[src/rtl/bpm_tracker_pkg.sv]
// Shared types and elaboration-time helpers for the BPM tracker.
// Covers the FSM state encoding, the 32-bit interval type and the cycle-count / clamp helpers.
package bpm_tracker_pkg;

  typedef logic [31:0] interval_t;

  typedef enum logic [1:0] {
    ST_IDLE   = 2'd0,
    ST_TIMING = 2'd1,
    ST_DIVIDE = 2'd2,
    ST_UPDATE = 2'd3
  } state_e;

  function automatic interval_t cycles_per_minute(input int unsigned clock_freq);
    logic [63:0] prod;
    prod = 64'd60 * 64'(clock_freq);
    return prod[31:0];
  endfunction

  // Minimum spacing between accepted beats, i.e. one beat period at the top tempo.
  function automatic interval_t refract_cycles(input int unsigned clock_freq,
                                               input int unsigned max_bpm);
    return cycles_per_minute(clock_freq) / interval_t'(max_bpm);
  endfunction

  function automatic interval_t timeout_cycles(input int unsigned clock_freq,
                                               input int unsigned min_bpm);
    return cycles_per_minute(clock_freq) / interval_t'(min_bpm);
  endfunction

  function automatic interval_t clamp_bpm(input interval_t q, input interval_t lo,
                                          input interval_t hi);
    if (q < lo) begin
      return lo;
    end else if (q > hi) begin
      return hi;
    end else begin
      return q;
    end
  endfunction

endpackage

[src/rtl/bpm_tracker_seq_divider.sv]
// Sequential restoring divider: one quotient bit per cycle, done pulses 33 cycles after start.
// A start while busy restarts the division with the new operands.
module seq_divider
  import bpm_tracker_pkg::*;
(
  input  logic      clk_i,
  input  logic      rst_i,
  input  logic      start_i,
  input  interval_t dividend_i,
  input  interval_t divisor_i,
  output interval_t quotient_o,
  output logic      done_o
);

  interval_t   quo_q, quo_d, rem_q, rem_d, dvs_q, dvs_d;
  logic [5:0]  bits_q, bits_d;
  logic        active_q, active_d, done_q, done_d;
  logic [32:0] trial_s, diff_s;

  // Shift-subtract step; a borrow in bit 32 means the trial remainder was smaller than the divisor.
  always_comb begin
    trial_s  = {rem_q, quo_q[31]};
    diff_s   = trial_s - {1'b0, dvs_q};
    quo_d    = quo_q;
    rem_d    = rem_q;
    dvs_d    = dvs_q;
    bits_d   = bits_q;
    active_d = active_q;
    done_d   = 1'b0;
    if (start_i) begin
      quo_d    = dividend_i;
      rem_d    = 32'd0;
      dvs_d    = divisor_i;
      bits_d   = 6'd32;
      active_d = 1'b1;
    end else if (active_q) begin
      if (bits_q != 6'd0) begin
        quo_d  = {quo_q[30:0], ~diff_s[32]};
        rem_d  = diff_s[32] ? trial_s[31:0] : diff_s[31:0];
        bits_d = bits_q - 6'd1;
      end else begin
        active_d = 1'b0;
        done_d   = 1'b1;
      end
    end else begin
      active_d = 1'b0;
    end
  end

  always_ff @(posedge clk_i or posedge rst_i) begin
    if (rst_i) begin
      quo_q    <= 32'd0;
      rem_q    <= 32'd0;
      dvs_q    <= 32'd0;
      bits_q   <= 6'd0;
      active_q <= 1'b0;
      done_q   <= 1'b0;
    end else begin
      quo_q    <= quo_d;
      rem_q    <= rem_d;
      dvs_q    <= dvs_d;
      bits_q   <= bits_d;
      active_q <= active_d;
      done_q   <= done_d;
    end
  end

  assign quotient_o = quo_q;
  assign done_o     = done_q;

endmodule

[src/rtl/bpm_tracker.sv]
// Beat-to-tempo tracker: refractory beat filter, interval timer and divider-based BPM estimate.
// Define BPM_TRACKER_AVG_EN to divide by the mean of the last four intervals instead of the latest.
module bpm_tracker
  import bpm_tracker_pkg::*;
#(
  parameter int unsigned CLOCK_FREQ = 25_000_000,
  parameter int unsigned MIN_BPM    = 40,
  parameter int unsigned MAX_BPM    = 200,
  parameter int unsigned BPM_WIDTH  = 8
) (
  input  logic                 clk,
  input  logic                 reset,
  input  logic                 beat_in,
  output logic                 beat_trigger,
  output logic [BPM_WIDTH-1:0] bpm_estimate,
  output logic                 bpm_valid,
  output logic                 busy
);

  localparam interval_t REFRACT  = refract_cycles(CLOCK_FREQ, MAX_BPM);
  localparam interval_t TIMEOUT  = timeout_cycles(CLOCK_FREQ, MIN_BPM);
  localparam interval_t DIVIDEND = cycles_per_minute(CLOCK_FREQ);
  localparam interval_t MIN_Q    = interval_t'(MIN_BPM);
  localparam interval_t MAX_Q    = interval_t'(MAX_BPM);

  state_e               state_q, state_d;
  logic                 beat_prev_q, trig_q, busy_q, valid_q, valid_d;
  logic                 pend_q, pend_d;
  interval_t            cnt_q, cnt_d, pend_iv_q, pend_iv_d, new_iv_s;
  logic [BPM_WIDTH-1:0] est_q, est_d;
  logic                 accept_s, timeout_s, start_main_s, start_second_s, div_start_s;
  logic                 div_done_s, avg3_s;
  interval_t            first_dividend_s, first_divisor_s, div_dividend_s, div_divisor_s;
  interval_t            quotient_s;

  // A rising edge counts unless it falls inside the refractory window of the previous beat.
  assign accept_s  = beat_in && !beat_prev_q && ((state_q == ST_IDLE) || (cnt_q >= REFRACT));
  assign timeout_s = (state_q == ST_TIMING) && (cnt_q >= TIMEOUT) && !accept_s;
  assign new_iv_s  = accept_s ? cnt_q : pend_iv_q;

  // State register.
  always_ff @(posedge clk or posedge reset) begin
    if (reset) begin
      state_q <= ST_IDLE;
      busy_q  <= 1'b0;
    end else begin
      state_q <= state_d;
      busy_q  <= (state_d == ST_DIVIDE);
    end
  end

  // Next-state logic.
  always_comb begin
    state_d = state_q;
    case (state_q)
      ST_IDLE:   state_d = accept_s ? ST_TIMING : ST_IDLE;
      ST_TIMING: begin
        if (accept_s) begin
          state_d = ST_DIVIDE;
        end else if (timeout_s) begin
          state_d = ST_IDLE;
        end else begin
          state_d = ST_TIMING;
        end
      end
      ST_DIVIDE: state_d = (div_done_s && !avg3_s) ? ST_UPDATE : ST_DIVIDE;
      ST_UPDATE: state_d = (pend_q || accept_s) ? ST_DIVIDE : ST_TIMING;
      default:   state_d = ST_IDLE;
    endcase
  end

  // FSM outputs: divider launch and operand selection.
  always_comb begin
    start_main_s   = ((state_q == ST_TIMING) && accept_s) ||
                     ((state_q == ST_UPDATE) && (pend_q || accept_s));
    start_second_s = (state_q == ST_DIVIDE) && div_done_s && avg3_s;
    div_start_s    = start_main_s || start_second_s;
    if (start_second_s) begin
      div_dividend_s = DIVIDEND;
      div_divisor_s  = quotient_s;
    end else begin
      div_dividend_s = first_dividend_s;
      div_divisor_s  = first_divisor_s;
    end
  end

`ifdef BPM_TRACKER_AVG_EN
  interval_t [2:0] hist_q;
  logic [1:0]      nhist_q;
  logic            avg3_q, first_third_s;
  logic [33:0]     sum_s;
  logic [2:0]      count_s;

  // Mean over the new interval plus up to three stored ones; n = 3 needs a divide-by-3 pass first.
  always_comb begin
    sum_s = 34'(new_iv_s);
    if (nhist_q >= 2'd1) sum_s = sum_s + 34'(hist_q[0]); else sum_s = sum_s;
    if (nhist_q >= 2'd2) sum_s = sum_s + 34'(hist_q[1]); else sum_s = sum_s;
    if (nhist_q >= 2'd3) sum_s = sum_s + 34'(hist_q[2]); else sum_s = sum_s;
    count_s          = {1'b0, nhist_q} + 3'd1;
    first_dividend_s = DIVIDEND;
    first_divisor_s  = sum_s[31:0];
    first_third_s    = 1'b0;
    case (count_s)
      3'd1: first_divisor_s = sum_s[31:0];
      3'd2: first_divisor_s = sum_s[32:1];
      3'd3: begin
        first_dividend_s = sum_s[31:0];
        first_divisor_s  = 32'd3;
        first_third_s    = 1'b1;
      end
      default: first_divisor_s = sum_s[33:2];
    endcase
  end

  // Interval history and divide-by-3 phase flag.
  always_ff @(posedge clk or posedge reset) begin
    if (reset) begin
      hist_q  <= '0;
      nhist_q <= 2'd0;
      avg3_q  <= 1'b0;
    end else if (start_main_s) begin
      hist_q  <= {hist_q[1:0], new_iv_s};
      nhist_q <= (nhist_q == 2'd3) ? 2'd3 : nhist_q + 2'd1;
      avg3_q  <= first_third_s;
    end else if (timeout_s) begin
      hist_q  <= '0;
      nhist_q <= 2'd0;
      avg3_q  <= 1'b0;
    end else if (start_second_s) begin
      avg3_q  <= 1'b0;
    end else begin
      avg3_q  <= avg3_q;
    end
  end

  assign avg3_s = avg3_q;
`else
  // Latest interval is the divisor directly.
  always_comb begin
    first_dividend_s = DIVIDEND;
    first_divisor_s  = new_iv_s;
  end

  assign avg3_s = 1'b0;
`endif

  // Interval counter, pending beat capture and estimate/valid next-state.
  always_comb begin
    cnt_d     = accept_s ? 32'd1 : ((cnt_q >= TIMEOUT) ? TIMEOUT : cnt_q + 32'd1);
    pend_d    = pend_q;
    pend_iv_d = pend_iv_q;
    est_d     = est_q;
    valid_d   = valid_q;
    if ((state_q == ST_UPDATE) && start_main_s) begin
      pend_d = 1'b0;
    end else if ((state_q == ST_DIVIDE || state_q == ST_UPDATE) && accept_s) begin
      pend_d    = 1'b1;
      pend_iv_d = cnt_q;
    end else begin
      pend_d = pend_q;
    end
    if (state_q == ST_UPDATE) begin
      est_d   = BPM_WIDTH'(clamp_bpm(quotient_s, MIN_Q, MAX_Q));
      valid_d = 1'b1;
    end else if (timeout_s) begin
      valid_d = 1'b0;
    end else begin
      valid_d = valid_q;
    end
  end

  // Datapath registers.
  always_ff @(posedge clk or posedge reset) begin
    if (reset) begin
      beat_prev_q <= 1'b0;
      trig_q      <= 1'b0;
      cnt_q       <= 32'd0;
      pend_q      <= 1'b0;
      pend_iv_q   <= 32'd0;
      est_q       <= BPM_WIDTH'(MIN_BPM);
      valid_q     <= 1'b0;
    end else begin
      beat_prev_q <= beat_in;
      trig_q      <= accept_s;
      cnt_q       <= cnt_d;
      pend_q      <= pend_d;
      pend_iv_q   <= pend_iv_d;
      est_q       <= est_d;
      valid_q     <= valid_d;
    end
  end

  seq_divider u_div (
    .clk_i      (clk),
    .rst_i      (reset),
    .start_i    (div_start_s),
    .dividend_i (div_dividend_s),
    .divisor_i  (div_divisor_s),
    .quotient_o (quotient_s),
    .done_o     (div_done_s)
  );

  assign beat_trigger = trig_q;
  assign bpm_estimate = est_q;
  assign bpm_valid    = valid_q;
  assign busy         = busy_q;

endmodule
[config.mk]
export PLATFORM = sky130hd
export DESIGN_NAME = bpm_tracker
export DESIGN_NICKNAME = d
export VERILOG_FILES = /design/src/rtl/bpm_tracker_pkg.sv /design/src/rtl/bpm_tracker_seq_divider.sv /design/src/rtl/bpm_tracker.sv
export SDC_FILE = /design/constraint.sdc
export NUM_CORES = 1
export LEC_CHECK = 0
export BUFFER_PORTS_ARGS = -buffer_cell sky130_fd_sc_hd__buf_2
export CORE_MARGIN = 5
export CORE_UTILIZATION = 40
export CTS_BUF_LIST = sky130_fd_sc_hd__clkbuf_4 sky130_fd_sc_hd__clkbuf_8
export DETAILED_ROUTE_END_ITERATION = 6
export GPL_ROUTABILITY_DRIVEN = 1
export MAX_ROUTING_LAYER = met4
export PLACE_DENSITY = 0.66
export SYNTH_ARGS = -nofsm -noshare
export SYNTH_HDL_FRONTEND = slang
export SYNTH_HIERARCHICAL = 1
export SYNTH_SLANG_ARGS = --single-unit
[constraint.sdc]
create_clock -name clk -period 4 [get_ports clk]
set_input_delay 0.8 -clock clk [delete_from_list [all_inputs] [get_ports clk]]
set_output_delay 0.8 -clock clk [all_outputs]
set_load 0.03 [all_outputs]
Word level (Yosys, flattened, before mapping)
Index checks and enable logic that the tools add are counted.

storage, ports and cells
  output and inout port bits = 11
  bits of input ports = 3
  bits in registers = 183

operators by class
  add/sub/neg operators = 3
  multiplexer cells = 31
  magnitude comparators = 4
  bitwise operators = 2
  reduce and logical (&&, ||, !) cells = 22
  equal/unequal tests = 4

operator list
  cell                                                                     number
  32-bit 2-to-1 mux                                                        10
  33-bit by 32-bit subtractor with 33-bit output                           1
  32-bit by 1-bit adder with 32-bit output, second input constant          1
  32-bit by 23-bit >= comparator with 1-bit output, second input constant  1
  32-bit by 26-bit >= comparator with 1-bit output, second input constant  1
  32-bit by 8-bit > comparator with 1-bit output, second input constant    1
  32-bit by 6-bit < comparator with 1-bit output, second input constant    1
  6-bit 2-to-1 mux                                                         3
  8-bit 2-to-1 mux                                                         2
  1-bit 2-to-1 mux                                                         13
  1-bit logical AND                                                        8
  2-bit one-hot mux with 4 select lines                                    1
  2-bit nonzero test                                                       4
  2-bit equality test, second input constant                               3
  6-bit nonzero test                                                       1
  6-bit by 1-bit subtractor with 6-bit output, second input constant       1
  1-bit logical OR                                                         4
  2-bit 2-to-1 mux                                                         2
  2-bit AND reduction                                                      2
  2-bit by 1-bit equality test with 1-bit output, second input constant    1
  1-bit zero test                                                          2
  2-bit zero test                                                          1
  1-bit inverter                                                           2

Logic depth before layout (Yosys ltp)
  depth in word-level cells = 9
  mapped depth = 15
  gate-level depth less buffers = 13

Modules after synthesis
Netlist, hierarchy kept.

modules (own cells, without submodules)
  module       times used  area an instance (um2)  cells an instance  seq. area each (um2)
  seq_divider  1           6531.3                  738                2602.5
  bpm_tracker  1           3898.7                  343                1979.4

Worst setup path after synthesis
OpenSTA, ideal clock, no wires.

  path kind = register -> register
  start = reg cnt_q[12]
  end = reg u_div.rem_q[30]
  slack = 692 ps
  path buffers = 7
  data required time = 3852 ps
  data arrival time = 3160 ps
  setup time = 148 ps
  stages on the path, launching flop included = 14
  path through = dfrtp_1 -> buf_2 -> nand3_1 -> a2111oi_2 -> a21oi_2 -> nor2_1 -> buf_2 -> buf_2 -> o21a_1 -> clkbuf_1 -> clkbuf_1 -> clkbuf_1 -> clkbuf_1 -> o22ai_1

on the way
  cells in the longest elaborated chain, start to end = 8

RTL lines
  what                                                  RTL line                       RTL
  start: declaration                                    bpm_tracker.sv:29              interval_t cnt_q, cnt_d, pend_iv_q, pend_iv_d, new_iv_s;
  start signal: assignment                              bpm_tracker.sv:186             cnt_q <= cnt_d;
  32-bit by 23-bit >= comparator with 1-bit output (*)  bpm_tracker.sv:37              assign accept_s = beat_in && !beat_prev_q && ((state_q == ST_IDLE) || (cnt_q >= REFRACT));
  1-bit logical OR (*)                                  bpm_tracker.sv:37
  1-bit logical AND (*)                                 bpm_tracker.sv:37
  1-bit logical OR                                      bpm_tracker.sv:75              ((state_q == ST_UPDATE) && (pend_q || accept_s));
  1-bit logical AND                                     bpm_tracker.sv:75
  1-bit logical OR (*)                                  bpm_tracker.sv:74              start_main_s = ((state_q == ST_TIMING) && accept_s) ||
  via div_start_s                                       bpm_tracker.sv:31              logic accept_s, timeout_s, start_main_s, start_second_s, div_start_s;
  2-bit nonzero test (no source line)                   n/a
  2-bit AND reduction (no source line)                  n/a
  end signal: assignment                                bpm_tracker_seq_divider.sv:60  rem_q <= rem_d;
  end: declaration                                      bpm_tracker_seq_divider.sv:15  interval_t quo_q, quo_d, rem_q, rem_d, dvs_q, dvs_d;

The timed path passes the listed nets; every way through them passes the cells marked *.
A chain may end at the register's enable or synchronous reset.

Worst setup path in the final report
  start = reg u_div.quo_q[31], in the netlist u_div/quotient_o[31]
  end = reg u_div.rem_q[11]

on the way
  cells in the longest elaborated chain, start to end = 5

RTL lines
  what                                            RTL line                       RTL
  start: declaration                              bpm_tracker_seq_divider.sv:15
  start signal: assignment                        bpm_tracker_seq_divider.sv:59  quo_q <= quo_d;
  33-bit by 32-bit subtractor with 33-bit output  bpm_tracker_seq_divider.sv:23  diff_s = trial_s - {1'b0, dvs_q};
  32-bit 2-to-1 mux                               bpm_tracker_seq_divider.sv:39  rem_d = diff_s[32] ? trial_s[31:0] : diff_s[31:0];
  32-bit 2-to-1 mux                               bpm_tracker_seq_divider.sv:37  if (bits_q != 6'd0) begin
  32-bit 2-to-1 mux                               bpm_tracker_seq_divider.sv:36  end else if (active_q) begin
  32-bit 2-to-1 mux                               bpm_tracker_seq_divider.sv:30  if (start_i) begin

Every way passes these cells. The select of a mux whose other input is x is not followed.

==> flow_metrics.env <==
export IMPL_outcome="finished, final reports clean"
export IMPL_route_vias_total=7909
export IMPL_worst_pin_slew_ns=1.15
export IMPL_nNetsFinal=1145
export IMPL_fin_worst_skew_ns=0.0252
export IMPL_setup_slack_ns=0.513
export IMPL_comb_power_share_pct=59.0
export IMPL_coreArea_um2=25800
export IMPL_yosys_cell_count_top_type="dfrtp_1"
export IMPL_hp_class="input port to asynchronous set/reset pin"
export IMPL_synthTopCellsByCount="181 x dfrtp_1, 108 x nand2_1, 85 x o21ai_0"
export IMPL_ys_flop_type="dfrtp_1"
export IMPL_cp_start_kind="flip-flop"
export IMPL_ys_seq_area_share_pct=43.9
export IMPL_cp_end_kind="flip-flop"
export IMPL_worstSkewPairLatency_ns=0.47
export IMPL_yosysWarnings=6
export IMPL_globalRouteMet2Util_pct=26.1
export IMPL_place_gp_congestion=0.943
export IMPL_dieArea_um2=29400
export IMPL_period_needed_ns=3.49
export IMPL_sequentialPowerShare_pct=28.3
export IMPL_relSlewSlack_pct=22.5
export IMPL_fin_util_pct=44.1
export IMPL_switching_share_pct=45.6
export IMPL_initial_core_util_pct=40.4
export IMPL_portBuffers=13
export IMPL_rsz0062_at_grt="no"
export IMPL_regArea_um2=4580
export IMPL_drv_slew=0
export IMPL_p_int_mw=5.81
export IMPL_cts_setup_buffers=0
export IMPL_pre_cts_ws_ns=0.589
export IMPL_multi_input_area_um2=5500
export IMPL_die_h_um=171
export IMPL_drv_cap=0
export IMPL_root_buffer="clkbuf_8"
export IMPL_cts_tree="yes"
export IMPL_synth_top_area_share_pct=43.4
export IMPL_yosys_top_cells_area="dfrtp_1 43%, ha_1 4.3%, o21ai_0 4.1%"
export IMPL_io_pins=14
export IMPL_grt_overflow_total=0
export IMPL_grt_max_degree=70
export IMPL_postSynth_asyncResetShare_pct=100
export IMPL_vias_per_cell=5.44
export IMPL_ys_ff_latch=183
export IMPL_ys_types=78
export IMPL_die_w_um=171
export IMPL_antenna_found_initial=0
export IMPL_cts_clk_slew_worst_paths_ns=0.13
export IMPL_fill_cells=2487
export IMPL_crit_type="flip-flop to flip-flop"
export IMPL_hpwl_um=16000
export IMPL_numCtsBuffers=17
export IMPL_routedWlPerCell_um=15.6
export IMPL_antenna_cells=0
export IMPL_grtUsageMet1_pct=21.9
export IMPL_area_growth_pct=9.13
export IMPL_grt_pass1_vias=7703
export IMPL_rows=59
export IMPL_grtUsageMet3_pct=3.06
export IMPL_p_per_area_nw_per_um2=939
export IMPL_peakVddDrop_v=0.000549
export IMPL_synth_edff_count=0
export IMPL_drt_iter0_drc=506
export IMPL_post_route_period_util_pct=87.2
export IMPL_syn_instance_count=1081
export IMPL_ant_nets=0
export IMPL_yosys_area_top_type="dfrtp_1"
export IMPL_fmax_ghz=0.287
export IMPL_syn_area_per_cell_um2=9.65
export IMPL_synth_area_um2=10400
export IMPL_routed_wirelength_um=22600
export IMPL_critPathMaxFanout=11
export IMPL_tns_ns=0
export IMPL_top_usage_layer="met2"
export IMPL_dr_pass1_iters=5
export IMPL_cts_resized=0
export IMPL_hold_violations=0
export IMPL_grt_first_pass_wirelength_um=38300
export IMPL_htreeDepth=4
export IMPL_power_frac_clock_pct=12.7
export IMPL_power_switching_mw=4.88
export IMPL_drc=0
export IMPL_cts_max_path_buffers=2
export IMPL_setup_viol=0
export IMPL_drive_above_1_share_pct=12.8
export IMPL_worstPathArrival_ns=3.79
export IMPL_grt_usage_pct=16.4
export IMPL_cellLeakagePower_nw=5.01
export IMPL_critPathRequiredTime_ns=4.30
export IMPL_cts_hold_buf=0
export IMPL_cts_num_sinks=183
[per-layer routing]
metal,part of all wire [%],wire length (um),up-vias
li1,-,-,3852
met1,47,10700,3882
met2,48,10900,144
met3,3.1,709,31
met4,1.3,284,0
met5,0,0,-
[critical path, stage by stage, from the launching register on]
cell      delay, ns
dfrtp_1        0.41
inv_1          0.08
ha_1           0.14
inv_1          0.07
fa_1           0.42
a211oi_2       0.30
o311a_4        0.22
nor3_1         0.06
or2_4          0.27
o21ai_1        0.31
a211o_1        0.56
nor2_2         0.17
a22oi_1        0.21
o22ai_1        0.12
[per-stage QoR]
stage | std cells | hold WS (ns) | instance area (um^2) | power [mW]
4_1_cts | 1453 | 0.233 | 11400 | 10.7
3_3_place_gp | 1421 | 0.463 | 10900 | 9.20
3_5_place_dp | 1421 | 0.470 | 10900 | 9.33
2_1_floorplan | 1117 | 0.454 | 10600 | 8.12
5_1_grt | 1453 | 0.241 | 11400 | 11.6
6_report | 1453 | 0.264 | 11400 | 10.7
[layout make-up]
| class | instances | area share, % |
|---|---|---|
| clock buffers | 17 | 2.06 |
| clock inverters | 15 | 1.93 |
| multi-input cells | 817 | 48.4 |
| inverters | 55 | 1.85 |
| repair buffers | 31 | 1.87 |
| well taps | 335 | 3.68 |
| flip-flops and latches | 183 | 40.3 |
[layout by cell type (no fill, tap or decap), types with 18 or more instances in the layout]
cell type | netlist | routed
a21oi_1 | 57 | 57
conb_1 | 2 | 38
dfrtp_1 | 181 | 181
ha_1 | 36 | 36
inv_1 | 54 | 52
mux2_1 | 29 | 29
mux2_2 | 36 | 36
mux2i_1 | 35 | 35
nand2_1 | 108 | 108
nand3_1 | 23 | 23
nand4_1 | 18 | 18
nor2_1 | 79 | 78
nor3_1 | 20 | 20
o21ai_0 | 85 | 85
xnor2_1 | 21 | 21
xor2_1 | 32 | 32
[logic make-up (layout without fill, tap and decap cells)]
group	after synthesis	in the layout	synth area share [%]
and+or+nand+nor	316	316	14.4
AOI/OAI and AO/OA	272	272	17.3
DFF	183	183	43.9
buffers and inverters	117	118	4.83
muxes	100	100	10.4
xor gates and xnor gates	53	53	4.45
adders and majority gates	38	38	4.61
other	2	38	0.0720
[power groups by stage]
stage / Combinational [mW] / Clock (mW) / Sequential [mW]
2_1_floorplan: 5.19 / 0 / 2.93
3_3_place_gp: 6.16 / 0 / 3.04
3_5_place_dp: 6.27 / 0 / 3.06
4_1_cts: 6.30 / 1.40 / 3.02
5_1_grt: 6.99 / 1.48 / 3.11
6_report: 6.30 / 1.36 / 3.02
[path summary, 6_finish.rpt]
check,slack (ns),endpoint,cells after the start,startpoint
setup / recovery,0.51,u_div/rem_q[11],13,u_div/quotient_o[31]
hold / removal,0.26,cnt_q[0],2,reset
setup reg to reg,0.51,u_div/rem_q[11],13,u_div/quotient_o[31]
hold reg to reg,0.49,bpm_estimate[5],2,bpm_estimate[5]
max in group asynchronous,2.72,u_div/rem_q[25],3,reset
min in group clk,0.45,beat_prev_q,1,beat_in
[registers in the layout, summed over array words and instances (netlist names)]
| signal | flops |
|---|---|
| bpm_valid | 1 |
| beat_trigger | 1 |
| beat_prev_q | 1 |
| u_div/rem_q | 32 |
| u_div/dvs_q | 32 |
| busy | 1 |
| u_div/active_q | 1 |
| bpm_estimate | 8 |
| pend_iv_q | 32 |
| u_div/bits_q | 6 |
| cnt_q | 32 |
| state_q | 2 |
| pend_q | 1 |
| u_div/done_o | 1 |
| u_div/quotient_o | 32 |
No activity file was read; power rests on OpenSTA's default activity.
